[src/rtl/shift_load_reg_if.sv]
// Bundles the control, data and status signals of shift_load_reg.
//   master : drives sclr, en, mode, d, sin; observes q, sout, cnt, done
//   slave  : the register itself; consumes the controls, drives the status
// N must match the N of the shift_load_reg instance bound to this interface.
interface shift_load_reg_if #(
  parameter int N     = 8,
  parameter int CNT_W = $clog2(N + 1)
);
  logic             sclr;
  logic             en;
  logic [1:0]       mode;
  logic [N-1:0]     d;
  logic             sin;
  logic [N-1:0]     q;
  logic             sout;
  logic [CNT_W-1:0] cnt;
  logic             done;

  modport master (
    output sclr, en, mode, d, sin,
    input  q, sout, cnt, done
  );

  modport slave (
    input  sclr, en, mode, d, sin,
    output q, sout, cnt, done
  );
endinterface

[src/rtl/shift_load_reg.sv]
// N-bit multi-mode register (hold / parallel load / shift right / shift left)
// with a saturating shift counter and done flag. Used as the product/multiplier
// register of a shift-add sequential multiplier.
// Ports:
//   clk        : clock, all state updates on the rising edge
//   clr_n      : asynchronous active-low clear of all state
//   bus.sclr   : synchronous clear, wins over en and mode
//   bus.en     : operation enable, 0 holds everything
//   bus.mode   : 00 hold, 01 load, 10 shift right, 11 shift left
//   bus.d      : parallel load data
//   bus.sin    : serial input bit shifted in
//   bus.q      : register contents
//   bus.sout   : last bit shifted out
//   bus.cnt    : shifts since last load/clear, saturating at N
//   bus.done   : high once cnt has reached N
module shift_load_reg #(
  parameter int N     = 8,
  parameter int CNT_W = $clog2(N + 1)
) (
  input  logic               clk,
  input  logic               clr_n,
  shift_load_reg_if.slave    bus
);

  localparam logic [CNT_W-1:0] CNT_MAX = CNT_W'(N);

  logic [N-1:0]     q_q, q_d;
  logic             sout_q, sout_d;
  logic [CNT_W-1:0] cnt_q, cnt_d;
  logic             done_q, done_d;
  logic             shift_s;

  // Next-state selection: sclr, then enable, then the mode decode.
  always_comb begin
    q_d     = q_q;
    sout_d  = sout_q;
    cnt_d   = cnt_q;
    done_d  = done_q;
    shift_s = 1'b0;
    if (bus.sclr) begin
      q_d    = '0;
      sout_d = 1'b0;
      cnt_d  = '0;
      done_d = 1'b0;
    end else if (!bus.en) begin
      q_d = q_q;
    end else begin
      case (bus.mode)
        2'b00: begin
          q_d = q_q;
        end
        2'b01: begin
          q_d    = bus.d;
          cnt_d  = '0;
          done_d = 1'b0;
        end
        2'b10: begin
          q_d     = {bus.sin, q_q[N-1:1]};
          sout_d  = q_q[0];
          shift_s = 1'b1;
        end
        2'b11: begin
          q_d     = {q_q[N-2:0], bus.sin};
          sout_d  = q_q[N-1];
          shift_s = 1'b1;
        end
        default: begin
          q_d = q_q;
        end
      endcase
    end

    // Direction-agnostic counting; saturates so done never falls on extra shifts.
    if (shift_s) begin
      if (cnt_q == CNT_MAX) begin
        cnt_d = CNT_MAX;
      end else begin
        cnt_d = cnt_q + CNT_W'(1);
      end
      done_d = (cnt_d == CNT_MAX);
    end else begin
      cnt_d = cnt_d;
    end
  end

  // State flops with asynchronous clear.
  always_ff @(posedge clk or negedge clr_n) begin
    if (!clr_n) begin
      q_q    <= '0;
      sout_q <= 1'b0;
      cnt_q  <= '0;
      done_q <= 1'b0;
    end else begin
      q_q    <= q_d;
      sout_q <= sout_d;
      cnt_q  <= cnt_d;
      done_q <= done_d;
    end
  end

  assign bus.q    = q_q;
  assign bus.sout = sout_q;
  assign bus.cnt  = cnt_q;
  assign bus.done = done_q;

endmodule
[src/flat_wrapper.sv]
// flat-port wrapper written by rule: the top's interface ports become plain ports
module shift_load_reg_flat 
#(
  parameter int N     = 8,
  parameter int CNT_W = $clog2(N + 1)
)
  (clk, clr_n, bus_sclr, bus_en, bus_mode, bus_d, bus_sin, bus_q, bus_sout, bus_cnt, bus_done);
  shift_load_reg_if #(.N(N), .CNT_W(CNT_W)) bus_i ();
  input  logic clk;
  input  logic clr_n;
  input wire logic [$bits(bus_i.sclr)-1:0] bus_sclr;
  input wire logic [$bits(bus_i.en)-1:0] bus_en;
  input wire logic [$bits(bus_i.mode)-1:0] bus_mode;
  input wire logic [$bits(bus_i.d)-1:0] bus_d;
  input wire logic [$bits(bus_i.sin)-1:0] bus_sin;
  output wire logic [$bits(bus_i.q)-1:0] bus_q;
  output wire logic [$bits(bus_i.sout)-1:0] bus_sout;
  output wire logic [$bits(bus_i.cnt)-1:0] bus_cnt;
  output wire logic [$bits(bus_i.done)-1:0] bus_done;
  assign bus_i.sclr = bus_sclr;
  assign bus_i.en = bus_en;
  assign bus_i.mode = bus_mode;
  assign bus_i.d = bus_d;
  assign bus_i.sin = bus_sin;
  assign bus_q = bus_i.q;
  assign bus_sout = bus_i.sout;
  assign bus_cnt = bus_i.cnt;
  assign bus_done = bus_i.done;
  shift_load_reg #(.N(N), .CNT_W(CNT_W)) u_core (.clk(clk), .clr_n(clr_n), .bus(bus_i));
endmodule
[config.mk]
export PLATFORM = sky130hd
export DESIGN_NAME = shift_load_reg_flat
export DESIGN_NICKNAME = d
export VERILOG_FILES = /design/src/rtl/shift_load_reg_if.sv /design/src/rtl/shift_load_reg.sv /design/src/flat_wrapper.sv
export SDC_FILE = /design/constraint.sdc
export NUM_CORES = 1
export LEC_CHECK = 0
export CORE_MARGIN = 2
export CORE_UTILIZATION = 45
export DETAILED_ROUTE_END_ITERATION = 8
export PLACE_DENSITY_LB_ADDON = 0.08
export SYNTH_ARGS = -nofsm -noshare
export SYNTH_HDL_FRONTEND = slang
export SYNTH_SLANG_ARGS = --single-unit
[constraint.sdc]
create_clock -name clk -period 3 [get_ports clk]
set_clock_uncertainty 0.05 [all_clocks]
set_input_delay 0.6 -clock clk [delete_from_list [all_inputs] [get_ports clk]]
set_output_delay 0.6 -clock clk [all_outputs]
set_load 0.02 [all_outputs]
==> results.sh, run 1 <==
export IMPL_cts_tree="yes"
export IMPL_crit_chain="clkdlybuf4s50_1"
export IMPL_cp_num_cells=1
export IMPL_dieWidth_um=46.6
export IMPL_hp_start="u_core.bus.done$_DFFE_PN0P_"
export IMPL_ctsResizeCount=0
export IMPL_post_route_period_util_pct=69.0
export IMPL_cp_num_buf_inv=1
export IMPL_seq_area_frac_synth_pct=42.9
export IMPL_drc=0
export IMPL_dr_total_vias=754
export IMPL_ant_nets=0
export IMPL_rsz0062_at_grt="false"
export IMPL_drv_slew=0
export IMPL_cp_top_family="buffers and inverters"
export IMPL_synth_cells=90
export IMPL_fin_area_mm2=0.00114
export IMPL_initial_utilization_pct=47.8
export IMPL_via_per_inst=5.24
export IMPL_cap_violations=0
export IMPL_place_gp_congestion=0.744
export IMPL_cts_setup_buffers=0
export IMPL_power_frac_comb_pct=21.8
export IMPL_setup_viol=0
export IMPL_die_height_um=46.6
export IMPL_layout_commonest_cell="clkdlybuf4s50_1"
export IMPL_routed_wirelength_um=1890
export IMPL_fp_coreArea_mm2=0.00171
export IMPL_grt_pass1_vias=709
export IMPL_vdd_drop_max_uv=300
export IMPL_whs_ps=441
export IMPL_diodes=0
export IMPL_dpl_cell_area_mm2=0.00110
export IMPL_first_pass_iters=4
export IMPL_ys_warn_count=0
export IMPL_fillers=141
export IMPL_final_cell_mix="clkdlybuf4s50_1 (28), nand2_1 (20), o21ai_0 (18)"
export IMPL_fmax_mhz=483
export IMPL_r2r_cells=5
export IMPL_portBuffers=28
export IMPL_synth_fp_nets=107
export IMPL_worst_pin_slew_ps=634
export IMPL_holdPathStages=2
export IMPL_grt_max_degree=22
export IMPL_power_density_mw_per_mm2=386
export IMPL_hold_viol=0
export IMPL_switching_power_w=0.000120
export IMPL_rows=15
export IMPL_relSlewSlack_pct=57.6
export IMPL_grt_overflow_total=0
export IMPL_ioPinCount=29
export IMPL_min_delay_path_class="register to register"
export IMPL_clock_path_buffers=2
export IMPL_min_to="u_core.bus.done$_DFFE_PN0P_"
export IMPL_switching_share_pct=27.3
export IMPL_hpwl_um=1330
export IMPL_reg2reg_to="u_core.bus.done$_DFFE_PN0P_"
export IMPL_numCtsBuffers=3
export IMPL_die_area_mm2=0.00217
export IMPL_cellInternalPower_w=0.000319
export IMPL_rr_startpoint="u_core.bus.cnt[0]$_DFFE_PN0P_"
export IMPL_r2r_slack_ps=1550
export IMPL_outcome="complete, no violations"
export IMPL_cp_end_kind="output port"
export IMPL_fin_crit_ps=2070
export IMPL_critical_path_class="register to output port"
export IMPL_finalCoreUtilization_pct=66.6
export IMPL_cp_max_fo=8
export IMPL_crit_required_ps=2350
export IMPL_arrival_ps=1420
export IMPL_cp_slowest_cell="clkdlybuf4s50_1"
export IMPL_drive_gt1_share_pct=5.88
export IMPL_seq_power_share_pct=47.3
export IMPL_clk_latency_ps=280
export IMPL_startpoint_type="register"
export IMPL_antenna_found_initial=0
export IMPL_max_stage_delay_ps=670
export IMPL_clkPwrFrac_pct=30.9
export IMPL_hold_buffers=0
export IMPL_htreeDepth=1
export IMPL_grt_pass1_wl_um=3060
export IMPL_fin_nets=137
export IMPL_grt_usage_pct=20.3
export IMPL_syn_to_final_growth_pct=39.4
export IMPL_wl_per_cell_um=13.1
export IMPL_clk_pin_slew_ps=80
export IMPL_synth_cell_types=24
export IMPL_drtIter0Drc=8
export IMPL_syn_cell_area_um2=816
export IMPL_tns_ps=0
export IMPL_cts_sinks=14
export IMPL_p_leak_nw=0.491
export IMPL_syn_area_per_cell_um2=9.06
export IMPL_root_buffer="clkbuf_4"
export IMPL_ys_ff_latch=14
[cell families after synthesis]
logic type / count (synthesis) / synth area share [%]
AOI/OAI and AO/OA: 29 / 20.9
xor gates and xnor gates: 1 / 1.07
adders and majority gates: 2 / 3.07
buffers and inverters: 6 / 5.06
DFF: 14 / 42.9
muxes: 9 / 11.0
and+or+nand+nor: 29 / 16.0
[sequential cells by signal, indices dropped and copies added (netlist names)]
name and cells:
u_core.bus.sout 1, u_core.bus.cnt 4, u_core.bus.q 8, u_core.bus.done 1
[routing by layer]
metal,global-route usage [%],vias up,share of wire [%]
met5,0,-,0
met4,5.14,0,0.53
met3,5.10,2,4.4
met2,32.2,20,45
met1,27.6,355,50
li1,-,377,-
[worst max-delay path by stage]
stage                                  start                            end  slack, ps
6_report       u_core.bus.cnt[0]$_DFFE_PN0P_                     bus_cnt[0]        930
5_1_grt        u_core.bus.cnt[0]$_DFFE_PN0P_                     bus_cnt[0]        880
4_1_cts        u_core.bus.cnt[0]$_DFFE_PN0P_                     bus_cnt[0]        920
3_5_place_dp                     bus_mode[0]  u_core.bus.cnt[3]$_DFFE_PN0P_        740
3_3_place_gp                     bus_mode[0]  u_core.bus.cnt[3]$_DFFE_PN0P_        780
2_1_floorplan  u_core.bus.cnt[0]$_DFFE_PN0P_    u_core.bus.done$_DFFE_PN0P_       1560
[stage by stage]
stage | std cells | worst slack (ps) | total power, W
after floorplan | 90 | 1560 | 0.000259
after global placement | 140 | 785 | 0.000305
after detailed placement | 140 | 743 | 0.000306
after CTS | 144 | 924 | 0.000443
after global routing | 144 | 876 | 0.000465
final | 144 | 929 | 0.000439
[synth_stat cells]
library cell	number	area share [%]
nor2_4	1	1.4
xor2_1	1	1.1
buf_6	2	2.8
nand3_1	2	1.2
inv_1	2	0.92
a22o_1	1	1.1
nand2_1	20	9.2
a31oi_1	1	0.77
nor2_1	2	0.92
nand2b_1	2	1.5
ha_1	2	3.1
o41ai_2	1	2.0
buf_4	1	0.92
a21oi_1	2	1.2
clkbuf_1	1	0.46
nand3b_1	1	0.92
a311oi_1	1	1.1
o21ai_1	3	1.8
dfrtp_1	14	43
mux2i_1	9	11
o21ai_0	18	11
o31ai_1	1	0.92
o21a_1	1	0.92
nor2b_1	1	0.77
[final cells by class]
type | instances | area [um2] | area share, %
clock buffer | 4 | 36.3 | 3.19
multi-input combinational | 70 | 424 | 37.3
timing repair buffer | 29 | 288 | 25.3
inverter | 2 | 7.51 | 0.660
sequential | 14 | 350 | 30.8
tap | 25 | 31.3 | 2.75
[worst register-to-register path: stages, from the launching register on]
cell      delay, ps
dfrtp_1         470
ha_1            280
nand2b_1        150
a21oi_1         140
a31oi_1          60
o41ai_2         210
[power by group through the flow]
stage               clock network (W)  registers [W]   logic, W
floorplan                           0       0.000220  0.0000391
global route                 0.000152       0.000209   0.000105
detailed placement                  0       0.000211  0.0000951
finish                       0.000136       0.000208  0.0000954
CTS                          0.000139       0.000208  0.0000966
global placement                    0       0.000211  0.0000941
No activity file was read; power rests on OpenSTA's default activity.
==> run 2: changes to the inputs <==
- CORE_UTILIZATION: 45 -> 43
- clock period: 3 -> 2.05 ns (I/O delays scaled with it)
==> run 2 against run 1 <==
Net effect: critical path type unchanged; flip-flop and latch count unchanged; via count up 0.27%; first-iteration DRC count up 100%; largest cell class unchanged; power up 47%.
==> results.sh, run 2 (synthesis results as in run 1) <==
export IMPL_tns_ps=0
export IMPL_grt_overflow_total=0
export IMPL_portBuffers=28
export IMPL_drv_slew=0
export IMPL_grt_pass1_vias=650
export IMPL_power_density_mw_per_mm2=561
export IMPL_root_buffer="clkbuf_4"
export IMPL_ioPinCount=29
export IMPL_via_per_inst=5.18
export IMPL_crit_chain="clkdlybuf4s50_1"
export IMPL_rows=15
export IMPL_drc=0
export IMPL_drtIter0Drc=16
export IMPL_max_stage_delay_ps=650
export IMPL_outcome="complete, no violations"
export IMPL_cts_tree="yes"
export IMPL_clk_latency_ps=280
export IMPL_dr_total_vias=756
export IMPL_place_gp_congestion=0.716
export IMPL_die_height_um=47.6
export IMPL_arrival_ps=1390
export IMPL_post_route_period_util_pct=90.5
export IMPL_finalCoreUtilization_pct=65.3
export IMPL_fin_crit_ps=1850
export IMPL_largest_reg_flops=8
export IMPL_cp_max_fo=8
export IMPL_critical_path_class="register to output port"
export IMPL_ant_nets=0
export IMPL_diodes=0
export IMPL_hpwl_um=1370
export IMPL_whs_ps=470
export IMPL_syn_to_final_growth_pct=41.3
export IMPL_p_total_w=0.000646
export IMPL_dieWidth_um=47.6
export IMPL_antenna_found_initial=0
export IMPL_routed_wirelength_um=1880
export IMPL_grt_usage_pct=19.3
export IMPL_ctsResizeCount=0
export IMPL_fmax_mhz=539
export IMPL_rsz0062_at_grt="false"
export IMPL_drive_gt1_share_pct=7.44
export IMPL_worst_pin_slew_ps=650
export IMPL_numCtsBuffers=3
export IMPL_min_delay_path_class="primary input to asynchronous set/reset pin"
export IMPL_p_leak_nw=0.501
export IMPL_dpl_cell_area_mm2=0.00112
export IMPL_layout_commonest_cell="clkdlybuf4s50_1"
export IMPL_clk_pin_slew_ps=90
export IMPL_cts_sinks=14
export IMPL_fp_coreArea_mm2=0.00176
export IMPL_first_pass_iters=4
export IMPL_cts_setup_buffers=0
export IMPL_fin_area_mm2=0.00115
export IMPL_grt_pass1_wl_um=2980
export IMPL_relSlewSlack_pct=56.5
export IMPL_hold_viol=0
export IMPL_crit_required_ps=1590
export IMPL_setup_viol=0
export IMPL_fin_nets=139
export IMPL_cp_num_buf_inv=1
export IMPL_vdd_drop_max_uv=453
export IMPL_htreeDepth=1
export IMPL_initial_utilization_pct=46.2
export IMPL_hold_buffers=0
export IMPL_wl_per_cell_um=12.9
export IMPL_cp_slowest_cell="clkdlybuf4s50_1"
export IMPL_cap_violations=0
export IMPL_cp_top_family="buffers and inverters"
export IMPL_final_cell_mix="clkdlybuf4s50_1 (28), nand2_1 (20), o21ai_0 (18)"
export IMPL_cp_end_kind="output port"
export IMPL_clock_path_buffers=2
export IMPL_startpoint_type="register"
export IMPL_grt_max_degree=18
export IMPL_die_area_mm2=0.00226
-- run 2: changes by cell type in the layout (fill, tap and decap cells not counted), sizes merged --
cell | previous run | this run
buf | 1 | 3
-- run 2: final cells by class --
cell class              instances  area, um2
multi-input cells              70        424
repair buffers                 31        303
fillers                       164        612
inverters                       2       7.51
flip-flops and latches         14        350
clock buffers                   4       36.3
well taps                      25       31.3
-- run 2: path summary, 6_finish.rpt --
path / from / cells after the start / end / slack [ps]
max in group asynchronous: clr_n / 1 / u_core.bus.q[1]$_DFFE_PN0P_ / 1060
worst max-delay path: u_core.bus.cnt[0]$_DFFE_PN0P_ / 1 / bus_cnt[0] / 200
worst max register to register: u_core.bus.cnt[0]$_DFFE_PN0P_ / 5 / u_core.bus.done$_DFFE_PN0P_ / 620
worst min-delay path: clr_n / 1 / u_core.bus.q[5]$_DFFE_PN0P_ / 470
min in group clk: u_core.bus.done$_DFFE_PN0P_ / 2 / u_core.bus.done$_DFFE_PN0P_ / 470
worst min register to register: u_core.bus.done$_DFFE_PN0P_ / 2 / u_core.bus.done$_DFFE_PN0P_ / 470
-- run 2: per-layer routing --
layer  wire length, um  part of all wire [%]  global-route usage (%)  vias to the layer above
li1                  -                     -                       -                      383
met1               974                    52                    26.5                      347
met2               778                    41                    28.9                       22
met3                96                   5.1                    3.77                        4
met4                31                   1.6                    9.73                        0
met5                 0                     0                       0                        -
-- run 2: metrics by stage --
step	setup WS, ps	cells
after detailed placement	234	142
after global placement	295	142
after CTS	186	146
after floorplan	613	90
after global routing	138	146
final	196	146
-- run 2: where the power goes --
group | total, W | leakage, nW | switching (W) | internal, W
Sequential | 0.000304 | 0.191 | 0.0000150 | 0.000289
Combinational | 0.000141 | 0.289 | 0.0000690 | 0.0000721
Clock | 0.000201 | 0.0210 | 0.0000933 | 0.000108
